## config.mk

```make
export PLATFORM = sky130hd
export DESIGN_NAME = reg_bank_master
export DESIGN_NICKNAME = d
export VERILOG_FILES = /design/src/rtl/reg_bank_pkg.sv /design/src/rtl/reg_bank_master.sv
export SDC_FILE = /design/constraint.sdc
export NUM_CORES = 1
export LEC_CHECK = 0
export CAP_MARGIN = 0
export CORE_MARGIN = 3
export CORE_UTILIZATION = 45
export CTS_CLUSTER_DIAMETER = 150
export DETAILED_ROUTE_END_ITERATION = 7
export MAX_ROUTING_LAYER = met4
export PLACE_DENSITY = 0.76
export SYNTH_ARGS = -nofsm -noshare
export SYNTH_HDL_FRONTEND = slang
export SYNTH_SLANG_ARGS = --single-unit
```

## constraint.sdc

```tcl
create_clock -name clk -period 1.7 [get_ports clk]
set_input_delay 0.51 -clock clk [delete_from_list [all_inputs] [get_ports clk]]
set_output_delay 0.51 -clock clk [all_outputs]
set_load 0.02 [all_outputs]
```

## src/rtl/reg_bank_pkg.sv

```systemverilog
// Shared definitions for the 8 x 8-bit register bank and its command master.
// The control unit reuses the op codes and the state encoding.
package reg_bank_pkg;

    localparam int unsigned RB_DATA_W = 8;
    localparam int unsigned RB_SEL_W  = 3;

    localparam logic [1:0] OP_READ  = 2'd0;
    localparam logic [1:0] OP_WRITE = 2'd1;
    localparam logic [1:0] OP_COPY  = 2'd2;
    localparam logic [1:0] OP_SWAP  = 2'd3;

    typedef enum logic [2:0] {
        StIdle,
        StRdA,
        StRdB,
        StWrA,
        StWrB
    } rb_state_e;

    // Every op except WRITE begins with a read of the source register.
    function automatic logic op_starts_with_read(logic [1:0] op);
        return op != OP_WRITE;
    endfunction

endpackage

```

## src/rtl/reg_bank_master.sv

```systemverilog
// Command-driven initiator for the register bank: turns READ/WRITE/COPY/SWAP
// commands into single-register bank cycles so multi-register moves are atomic.
module reg_bank_master
    import reg_bank_pkg::*;
#(
    parameter int unsigned DATA_W = RB_DATA_W,
    parameter int unsigned SEL_W  = RB_SEL_W
) (
    input  logic              clk,
    input  logic              rst_n,

    input  logic              cmd_valid,
    output logic              cmd_ready,
    input  logic [1:0]        cmd_op,
    input  logic [SEL_W-1:0]  cmd_src,
    input  logic [SEL_W-1:0]  cmd_dst,
    input  logic [DATA_W-1:0] cmd_data,

    output logic              rsp_valid,
    output logic [DATA_W-1:0] rsp_data,

    output logic [SEL_W-1:0]  rb_selector,
    output logic [DATA_W-1:0] rb_in_data,
    output logic              rb_write_en,
    output logic              rb_read_en,
    input  logic [DATA_W-1:0] rb_out_data
);

    rb_state_e         state_q, state_d;
    logic [1:0]        op_q, op_d;
    logic [SEL_W-1:0]  src_q, src_d;
    logic [SEL_W-1:0]  dst_q, dst_d;
    logic [DATA_W-1:0] data_q, data_d;
    logic [DATA_W-1:0] t0_q, t0_d;
    logic [DATA_W-1:0] t1_q, t1_d;
    logic              rsp_valid_q, rsp_valid_d;
    logic [DATA_W-1:0] rsp_data_q, rsp_data_d;

    // Next-state and operand capture.
    always_comb begin
        state_d     = state_q;
        op_d        = op_q;
        src_d       = src_q;
        dst_d       = dst_q;
        data_d      = data_q;
        t0_d        = t0_q;
        t1_d        = t1_q;
        rsp_valid_d = 1'b0;
        rsp_data_d  = rsp_data_q;

        case (state_q)
            StIdle: begin
                if (cmd_valid) begin
                    op_d    = cmd_op;
                    src_d   = cmd_src;
                    dst_d   = cmd_dst;
                    data_d  = cmd_data;
                    state_d = op_starts_with_read(cmd_op) ? StRdA : StWrA;
                end
            end
            StRdA: begin
                t0_d = rb_out_data;
                case (op_q)
                    OP_COPY: state_d = StWrA;
                    OP_SWAP: state_d = StRdB;
                    default: begin
                        state_d     = StIdle;
                        rsp_valid_d = 1'b1;
                        rsp_data_d  = rb_out_data;
                    end
                endcase
            end
            StRdB: begin
                t1_d    = rb_out_data;
                state_d = StWrA;
            end
            StWrA: begin
                if (op_q == OP_SWAP) begin
                    state_d = StWrB;
                end else begin
                    state_d     = StIdle;
                    rsp_valid_d = 1'b1;
                    rsp_data_d  = (op_q == OP_WRITE) ? data_q : t0_q;
                end
            end
            StWrB: begin
                state_d     = StIdle;
                rsp_valid_d = 1'b1;
                rsp_data_d  = t0_q;
            end
            default: state_d = StIdle;
        endcase
    end

    always_ff @(posedge clk or negedge rst_n) begin
        if (!rst_n) begin
            state_q     <= StIdle;
            op_q        <= OP_READ;
            src_q       <= '0;
            dst_q       <= '0;
            data_q      <= '0;
            t0_q        <= '0;
            t1_q        <= '0;
            rsp_valid_q <= 1'b0;
            rsp_data_q  <= '0;
        end else begin
            state_q     <= state_d;
            op_q        <= op_d;
            src_q       <= src_d;
            dst_q       <= dst_d;
            data_q      <= data_d;
            t0_q        <= t0_d;
            t1_q        <= t1_d;
            rsp_valid_q <= rsp_valid_d;
            rsp_data_q  <= rsp_data_d;
        end
    end

    // Bank port decodes from state and operand registers only, never from cmd_*.
    always_comb begin
        rb_selector = '0;
        rb_in_data  = '0;
        rb_write_en = 1'b0;
        rb_read_en  = 1'b0;
        case (state_q)
            StRdA: begin
                rb_selector = src_q;
                rb_read_en  = 1'b1;
            end
            StRdB: begin
                rb_selector = dst_q;
                rb_read_en  = 1'b1;
            end
            StWrA: begin
                rb_selector = dst_q;
                rb_in_data  = (op_q == OP_WRITE) ? data_q : t0_q;
                rb_write_en = 1'b1;
            end
            StWrB: begin
                rb_selector = src_q;
                rb_in_data  = t1_q;
                rb_write_en = 1'b1;
            end
            default: ;
        endcase
    end

    assign cmd_ready = (state_q == StIdle);
    assign rsp_valid = rsp_valid_q;
    assign rsp_data  = rsp_data_q;

endmodule

```

-- Word level (Yosys, flattened, before mapping)
Cells that the tools add are included.
- reduce and logical (&&, ||, !) cells: 9
- equal/unequal tests: 11
- mux-type cells: 16
- operators with widths (cell ; number):
    $mux 8 ; 3
    $pmux 8 s3 ; 1
    $pmux 8 s2 ; 1
    $pmux 3 s4 ; 1
    $reduce_or 2->1 ; 5
    $eq 3x2->1 const B ; 2
    $mux 3 ; 2
    $ne 2x2->1 const B ; 3
    $pmux 3 s2 ; 1
    $eq 2x2->1 const B ; 2
    $mux 1 ; 4
    $pmux 2 s2 ; 1
    $eq 3x1->1 const B ; 1
    $eq 3x3->1 const B ; 1
    $logic_not 3->1 ; 1
    $pmux 1 s3 ; 1
    $reduce_and 3->1 ; 1
    $reduce_bool 3->1 ; 1
    $eq 2x1->1 const B ; 1
    $mux 2 ; 1
    $ne 2x1->1 const B ; 1
    $reduce_and 2->1 ; 1
- output and inout port bits: 23
- bits of input ports: 27
- flip-flop bits (word level): 44
- word-level logic and storage cells: 45

-- Logic depth before layout (Yosys ltp)
Gate-level depths: netlist of the first run.
- depth in word-level cells: 4
- gate-level depth with buffers: 6
- mapped depth without buffers: 4

-- Worst setup path after synthesis of the first run
Ideal clock, no wire load.
- path kind: register to register
- from: register state_q[2]
- to: register data_q[5]
- arrival time: 1845 ps
- setup slack: -270 ps
- required time: 1575 ps
- cell stages (with the launch flop): 7
- buffers on the path: 3
- path through: dfrtp_1 > buf_4 > nor3_1 > and2_1 > buf_4 > buf_6 > mux2_2
- longest elaborated chain between the ends: 2
- ends and longest elaborated chain (element ; RTL line ; RTL):
    start: declaration ; reg_bank_master.sv:29 ; rb_state_e state_q, state_d;
    start signal: assignment ; reg_bank_master.sv:97 ; state_q <= StIdle;
    start signal: assignment ; reg_bank_master.sv:107 ; state_q <= state_d;
    $logic_not 3->1 ; - ;
    via cmd_ready ; reg_bank_master.sv:13 ; output logic cmd_ready,
    $reduce_and 2->1 (no source line) ; - ;
    end signal: assignment ; reg_bank_master.sv:111 ; data_q <= data_d;
    end: declaration ; reg_bank_master.sv:33 ; logic [DATA_W-1:0] data_q, data_d;
The timed path passes the listed nets, and every way through them passes these cells.
A chain may end at the register's enable or synchronous reset.

-- Worst setup path after layout of the first run
- from: register op_q[1]
- to: output port rb_in_data[5]
- longest elaborated chain between the ends: 3
- ends and longest elaborated chain (element ; RTL line ; RTL):
    start: declaration ; reg_bank_master.sv:30 ; logic [1:0] op_q, op_d;
    start signal: assignment ; reg_bank_master.sv:108 ; op_q <= op_d;
    $eq 2x1->1 ; reg_bank_master.sv:136 ; rb_in_data = (op_q == OP_WRITE) ? data_q : t0_q;
    $mux 8 ; reg_bank_master.sv:136 ;
    $pmux 8 s2 ; reg_bank_master.sv:125 ; case (state_q)
    end: declaration ; reg_bank_master.sv:23 ; output logic [DATA_W-1:0] rb_in_data,
Every way passes these cells.

==> impl_results.md, run 1 <==
- Drt drc: 0
- Chip Height: 74.8 µm
- Netlist cell types: 27
- CTS root buffer: clkbuf_8
- Cells after Synth: roughly 180
- Arrival @ worst endpoint: 1.65 ns
- Setup TNS: -5.71 ns
- RR Startpoint: state_q[0]
- # diodes: 0
- Status: finished, violations left
- Worst slew margin: 72.1%
- CTS tree: built
- CTS sink cnt: 44
- Finish-stage setup viols: 38
- Final core utilization: between 80 and 90%
- Worst EP required: 1.19 ns
- Actual slew at the worst max-slew pin: roughly 0.42 ns
- Number of H-tree levels: 2
- Gr ovfl total: 0
- R2r endpoint: rsp_data[7]
- DIE AREA: roughly 0.0056 mm²
- Io pins: 50
- Max-slew violations: 0
- Register area share after synthesis: 51.6%
- Power consumption: just over 8 mW
- Num rows: 24
- Initial Util: a little under half
- Initial antenna violation count: 0
- CP max FO: 3
- Routed Antenna Nets: 0
- Finished Layout Cells: about 350
- Drt first pass iters: 4
- Synth top area cells: dfrtp_1, mux2_2, o22ai_1, mux2i_1, o21ai_0
- Mapped Nets: between 200 and 250
- Ys flop type: dfrtp_1
- Gpl congestion: between 0.7 and 0.8
- Clk buf depth: 2
- Core ar.: 0.00447 mm²
- Final #Nets: 321
- Unrepaired setup endpoints after global routing: true
- Worst R2R Path Depth: 6
- Post-layout min period: 2.16 ns
- Crit path capture: rb_in_data[5]
- CP Capture Type: output port
- Pre-CTS setup slack: -0.503 ns
- Layout cells sized above 1: 61.2%
- Largest net degree at the start of global routing: 30
- Pwr per Cell Area: ~2200 mW/mm²
- Setup Crit Path Kind: flop to output port
- Synth area leader: dfrtp_1
- Leakage: roughly 1.7 nW
- Hold Buf Count CTS: 0
- Startpoint types: flop
- Via count: 1980
- Asr flop ratio synth: 100%
- Share of the synthesized area in the top cell type: around 52%
- Peak VDD IR: 1.44 mV
- Horiz. Die Dim: 74.8 µm
- Fin crit share: 127%
- Placed insts: 320
- Max_cap viols: 0
- Total CTS buffers: 5
- Synth Register Bits: 44
- Syn. warnings: 0
- Critical Path Start: op_q[1]
- Failing checks: negative setup slack
- Final worst setup slack: -0.461 ns
- Worst hold path class: input port to asynchronous set/reset pin
- Port buffer count: slightly below 50
- DR iter-0 viols: 153
- Total Routing Usage GR: between 20% and 30%
- Worst-skew pair later-pin latency: 0.31 ns
- Clk slew on worst S/H paths: 0.08 ns
- Routed WL: approximately 7.3 mm
- Number of synthesized flops with an enable pin: 0
- Most instantiated library cell after synthesis: dfrtp_1
- Average wire per standard cell: ~21 µm
- DP HPWL: 4.30 mm
- Mapped Area: 0.00213 mm²
- Via/cell ratio: 5.72
- F_max: ~0.46 GHz
- Global-route wire length before repair: 9.82 mm
- Area delta synth->final: 77.5%
- Hold Fails Final Rpt: 0
- Top post-synthesis cells by count: dfrtp_1, mux2_2, nand2_1, o22ai_1, o21ai_0
- Clock Skews: 0.00436 ns
- Vias in the first global route: between 2000 and 2500
- Mean Syn Cell Area: 11.9 µm²
- Setup slack, reg-to-reg: -0.07 ns
==> placed cells by master (no fill, tap or decap), drive strengths merged, types with 8 or more instances in the layout <==
cell,n
dlygate4sd2,9
mux2i,8
nand2,16
o21ai,12
o22ai,16
dfrtp,44
buf,84
clkbuf,8
mux2,40
clkdlybuf4s50,25
a21oi,8
==> metrics by stage <==
stage                     hold WS [ns]  cell area, µm²
after floorplan                  0.214            2300
after global placement           0.453            3160
after detailed placement         0.455            3160
after CTS                        0.128            3480
after global routing             0.134            3780
final                            0.124            3780
==> per-layer routing <==
layer  part of all wire, %  up-vias  GRT usage [%]
li1                      -      887              -
met1                    41     1011           28.2
met2                    52       69           43.3
met3                   4.2       13           4.41
met4                   2.2        0           10.7
met5                     0        -              -
==> state kept, by name, indices dropped and copies added (netlist names) <==
register / cells
op_q: 2
src_q: 3
dst_q: 3
state_q: 3
rsp_data: 8
t0_q: 8
data_q: 8
t1_q: 8
rsp_valid: 1
==> power by group <==
group | switching (mW) | leakage, nW | internal, mW
Sequential | 0.439 | 0.525 | 1.58
Combinational | 2.31 | 1.12 | 3.12
Clock | 0.358 | 0.0503 | 0.362
Total | 3.10 | 1.70 | 5.07
==> cell families after synthesis <==
| logic type | synth area share [%] |
|---|---|
| mux | 24.9 |
| compound gates | 12.3 |
| buf+inv | 3.76 |
| flops | 51.6 |
| simple gates | 7.39 |
==> critical path, stage by stage (launching register included) <==
cell	delay, ns
dfrtp_1	0.43
nor2b_2	0.19
buf_6	0.15
mux2i_1	0.22
buf_4	0.17
o21ai_4	0.05
buf_6	0.13
==> worst min-delay path by stage <==
stage / start / end / slack [ns] / depth (start not counted)
floorplan: rst_n / data_q[0] / 0.21 / 0
global placement: rst_n / data_q[2] / 0.45 / 1
detailed placement: rst_n / data_q[2] / 0.46 / 1
CTS: rst_n / data_q[2] / 0.13 / 1
global route: rst_n / t1_q[1] / 0.13 / 1
finish: rst_n / data_q[2] / 0.12 / 1
==> area by class of cell <==
cell class,count,area [µm²]
Multi-Input combinational cell,121,1340
Timing Repair Buffer,119,1170
Sequential cell,44,1100
Fill cell,221,689
Clock buffer,7,96.3
Tap cell,52,65.1
Inverter,3,11.3
==> repair_timing <==
item	in CTS	in global routing
setup endpoints to repair	47	38
gates resized for setup	131	50
buffers inserted	11	13
gates cloned	0	1
pin swaps	7	21
Power figures use the tool's default switching activity.
==> run 2: changes to the inputs <==
--- a/config.mk
+++ b/config.mk
@@ -6,7 +6,7 @@
 export NUM_CORES = 1
 export LEC_CHECK = 0
 export CAP_MARGIN = 0
-export CORE_MARGIN = 3
+export CORE_MARGIN = 2
 export CORE_UTILIZATION = 45
 export CTS_CLUSTER_DIAMETER = 150
 export DETAILED_ROUTE_END_ITERATION = 7
==> run 2 against run 1 <==
Against the previous run:
- the flow still finishes with violations (negative setup slack)
- clock power shrank 8.8%
- worst setup slack improved by 0.025 ns
- via count is 0.51% higher
- clock skew rose by 0.0056 ns
- power about the same
- final cell count is 0.29% lower
- flip-flop and latch count did not move
- combinational power about the same
- critical endpoint is now rb_in_data[4]
- highest routed layer unchanged
==> impl_results.md, run 2 (synthesis results as in run 1) <==
- Worst EP required: 1.19 ns (about the same)
- Via/cell ratio: 5.77 (+0.80%)
- Worst hold path class: input port to asynchronous set/reset pin
- Io pins: 50 (unchanged)
- Filler cells: 241 (+9.0%)
- Clk buf depth: 2 (unchanged)
- Chip Height: 72.8 µm (-2.7%)
- Status: finished, violations left
- Routed WL: 7.47 mm (+2.8%)
- Worst R2R Path Depth: 7 (+1)
- Setup Crit Path Kind: flop to output port
- Drt drc: 0 (unchanged)
- CP max-delay cell: dfrtp_1
- DP HPWL: 4.15 mm (-3.6%)
- Setup slack, reg-to-reg: -0.23 ns (-0.16 ns)
- Power consumption: 8.17 mW (about the same)
- Area delta synth->final: 76.7%
- Post-layout min period: 2.14 ns (-0.0255 ns)
- Worst slew margin: 75.9% (+3.8 points)
- Failing checks: negative setup slack
- Worst hold slack: 0.107 ns (-0.0169 ns)
- RR Startpoint: state_q[0]
- Initial antenna violation count: 0 (unchanged)
- Num rows: 25 (+4.2%)
- Leakage: 1.66 nW (-2.4%)
- Power share of the combinational group: 66.6% (+0.2 points)
- Worst path cell trace: nor2b_1 -> buf_4 -> buf_12 -> mux2i_4 -> o21ai_4 -> buf_6
- Layout cells sized above 1: 61.2% (about the same)
- Clock power share: 8.0% (-0.8 points)
- Gr ovfl total: 0 (unchanged)
- R2r endpoint: rsp_data[2]
- Average wire per standard cell: 21.6 µm (+3.1%)
- Peak VDD IR: 1.03 mV (-28%)
- Slowest stage delay, CP: 0.39 ns (-0.04 ns)
- Sw Pwr: 3.22 mW (+3.8%)
- Multi-input gate area: 0.00138 mm² (+3.2%)
- CP delay by family, top: buffers and inverters
- Max-slew violations: 0 (unchanged)
- Critical path depth in cells: 6 (unchanged)
- Final worst setup slack: -0.435 ns (+0.0255 ns)
- Commonest non-fill, non-tap cell in the layout: buf_4
- Worst-skew pair later-pin latency: 0.30 ns (about the same)
- P_int: 4.95 mW (-2.4%)
- Routed Antenna Nets: 0 (unchanged)
- Drt first pass iters: 4 (unchanged)
- Finished Layout Cells: 345 (-0.29%)
- Flop pwr share: 25.4% (+0.6 points)
- Startpoint types: flop
- Finish-stage setup viols: 35 (-7.9%)
- Max_cap viols: 0 (unchanged)
- Total CTS buffers: 5 (unchanged)
- Arrival @ worst endpoint: 1.63 ns (-0.02 ns)
- Placed insts: 321 (+0.31%)
- Highest-count cells in the layout ignoring fill and taps: buf_4, dfrtp_1, buf_6, clkdlybuf4s50_1, mux2_2
- Hold Fails Final Rpt: 0 (unchanged)
- Reg area: 0.00110 mm² (unchanged)
- CTS sink cnt: 44 (unchanged)
- Global-route wire length before repair: 10.7 mm (+9.0%)
- DR iter-0 viols: 206 (+35%)
- Setup TNS: -7.15 ns (-1.44 ns)
- Initial Util: 46.1% (-1.6 points)
- Fin crit share: 126% (-1.5 points)
- CTS tree: built
- Gpl congestion: 0.818 (+3.1%)
- Port buffer count: 49 (unchanged)
- Number of H-tree levels: 2 (unchanged)
- Switching share of power: 39.5% (+1.5 points)
- CP max FO: 5 (+2)
- Clock Skews: 0.00993 ns (+0.00557 ns)
- Clk slew on worst S/H paths: 0.09 ns (about the same)
- DIE AREA: 0.00530 mm² (-5.3%)
- Critical path buffers and inverters: 3 (unchanged)
- Hold Buf Count CTS: 0 (unchanged)
- Core ar.: 0.00463 mm² (+3.5%)
- Unrepaired setup endpoints after global routing: true
- Pwr per Cell Area: 2170 mW/mm² (+0.41%)
- F_max: 0.468 GHz (+1.2%)
- CTS root buffer: clkbuf_8
- Actual slew at the worst max-slew pin: 0.361 ns (-0.0568 ns)
- Via count: 1990 (+0.51%)
- Vias in the first global route: 2050 (+1.7%)
- Horiz. Die Dim: 72.8 µm (-2.7%)
- # diodes: 0 (unchanged)
- CP Capture Type: output port
- Largest net degree at the start of global routing: 14 (-53%)
- Total Routing Usage GR: 27.8% (+2.8 points)
- Final #Nets: 317 (-1.2%)
-- run 2: cell types whose count changed in the layout (fill, tap and decap cells not counted), moves of 2 or more --
cell / previous run / this run
mux2_4: 24 / 17
nand2_4: 1 / 3
clkbuf_8: 7 / 5
clkbuf_1: 0 / 2
o22ai_4: 1 / 4
mux2i_1: 5 / 3
buf_6: 33 / 28
o21ai_2: 4 / 2
o22ai_2: 11 / 8
a22oi_2: 1 / 3
a22oi_1: 2 / 0
nor2b_2: 2 / 0
mux2i_4: 3 / 5
mux2_2: 16 / 23
-- run 2: final cells by class --
| cell class | count | share of cell area [%] |
|---|---|---|
| Timing Repair Buffer | 115 | 29.7 |
| Multi-Input combinational cell | 121 | 36.6 |
| Sequential cell | 44 | 29.3 |
| Clock buffer | 7 | 2.03 |
| Tap cell | 54 | 1.79 |
| Clock inverter | 1 | 0.232 |
| Inverter | 3 | 0.365 |
-- run 2: power by group through the flow --
stage	logic (mW)	registers [mW]	clock network, mW
2_1_floorplan	2.26	1.98	0
3_3_place_gp	4.06	1.90	0
3_5_place_dp	4.13	1.93	0
4_1_cts	4.77	2.00	0.667
5_1_grt	5.68	2.12	0.705
6_report	5.44	2.07	0.657
-- run 2: worst max path at each step --
stage,end,from
2_1_floorplan,rb_in_data[0],state_q[2]
3_3_place_gp,rb_selector[0],state_q[1]
3_5_place_dp,rb_selector[0],state_q[1]
4_1_cts,rb_in_data[3],op_q[1]
5_1_grt,rb_in_data[4],op_q[1]
6_report,rb_in_data[4],op_q[1]
-- run 2: stage by stage --
stage                     setup WS, ns  cell area [µm²]  utilization, %
after floorplan                -0.0206             2300               -
after global placement          -0.514             3160            68.2
after detailed placement        -0.530             3160            68.2
after CTS                       -0.400             3550            76.6
after global routing            -0.507             3770            81.4
final                           -0.435             3770            81.4
-- run 2: what timing repair did --
item,in CTS,in global routing
resized for setup,141,38
setup endpoints to repair,47,38
pin swaps,8,17
buffers inserted,12,5
-- run 2: per-layer routing --
metal	wire length (µm)	global-route usage [%]
met2	3910	46.8
met3	313	4.70
met4	161	8.02
met5	0	-
met1	3080	34.7
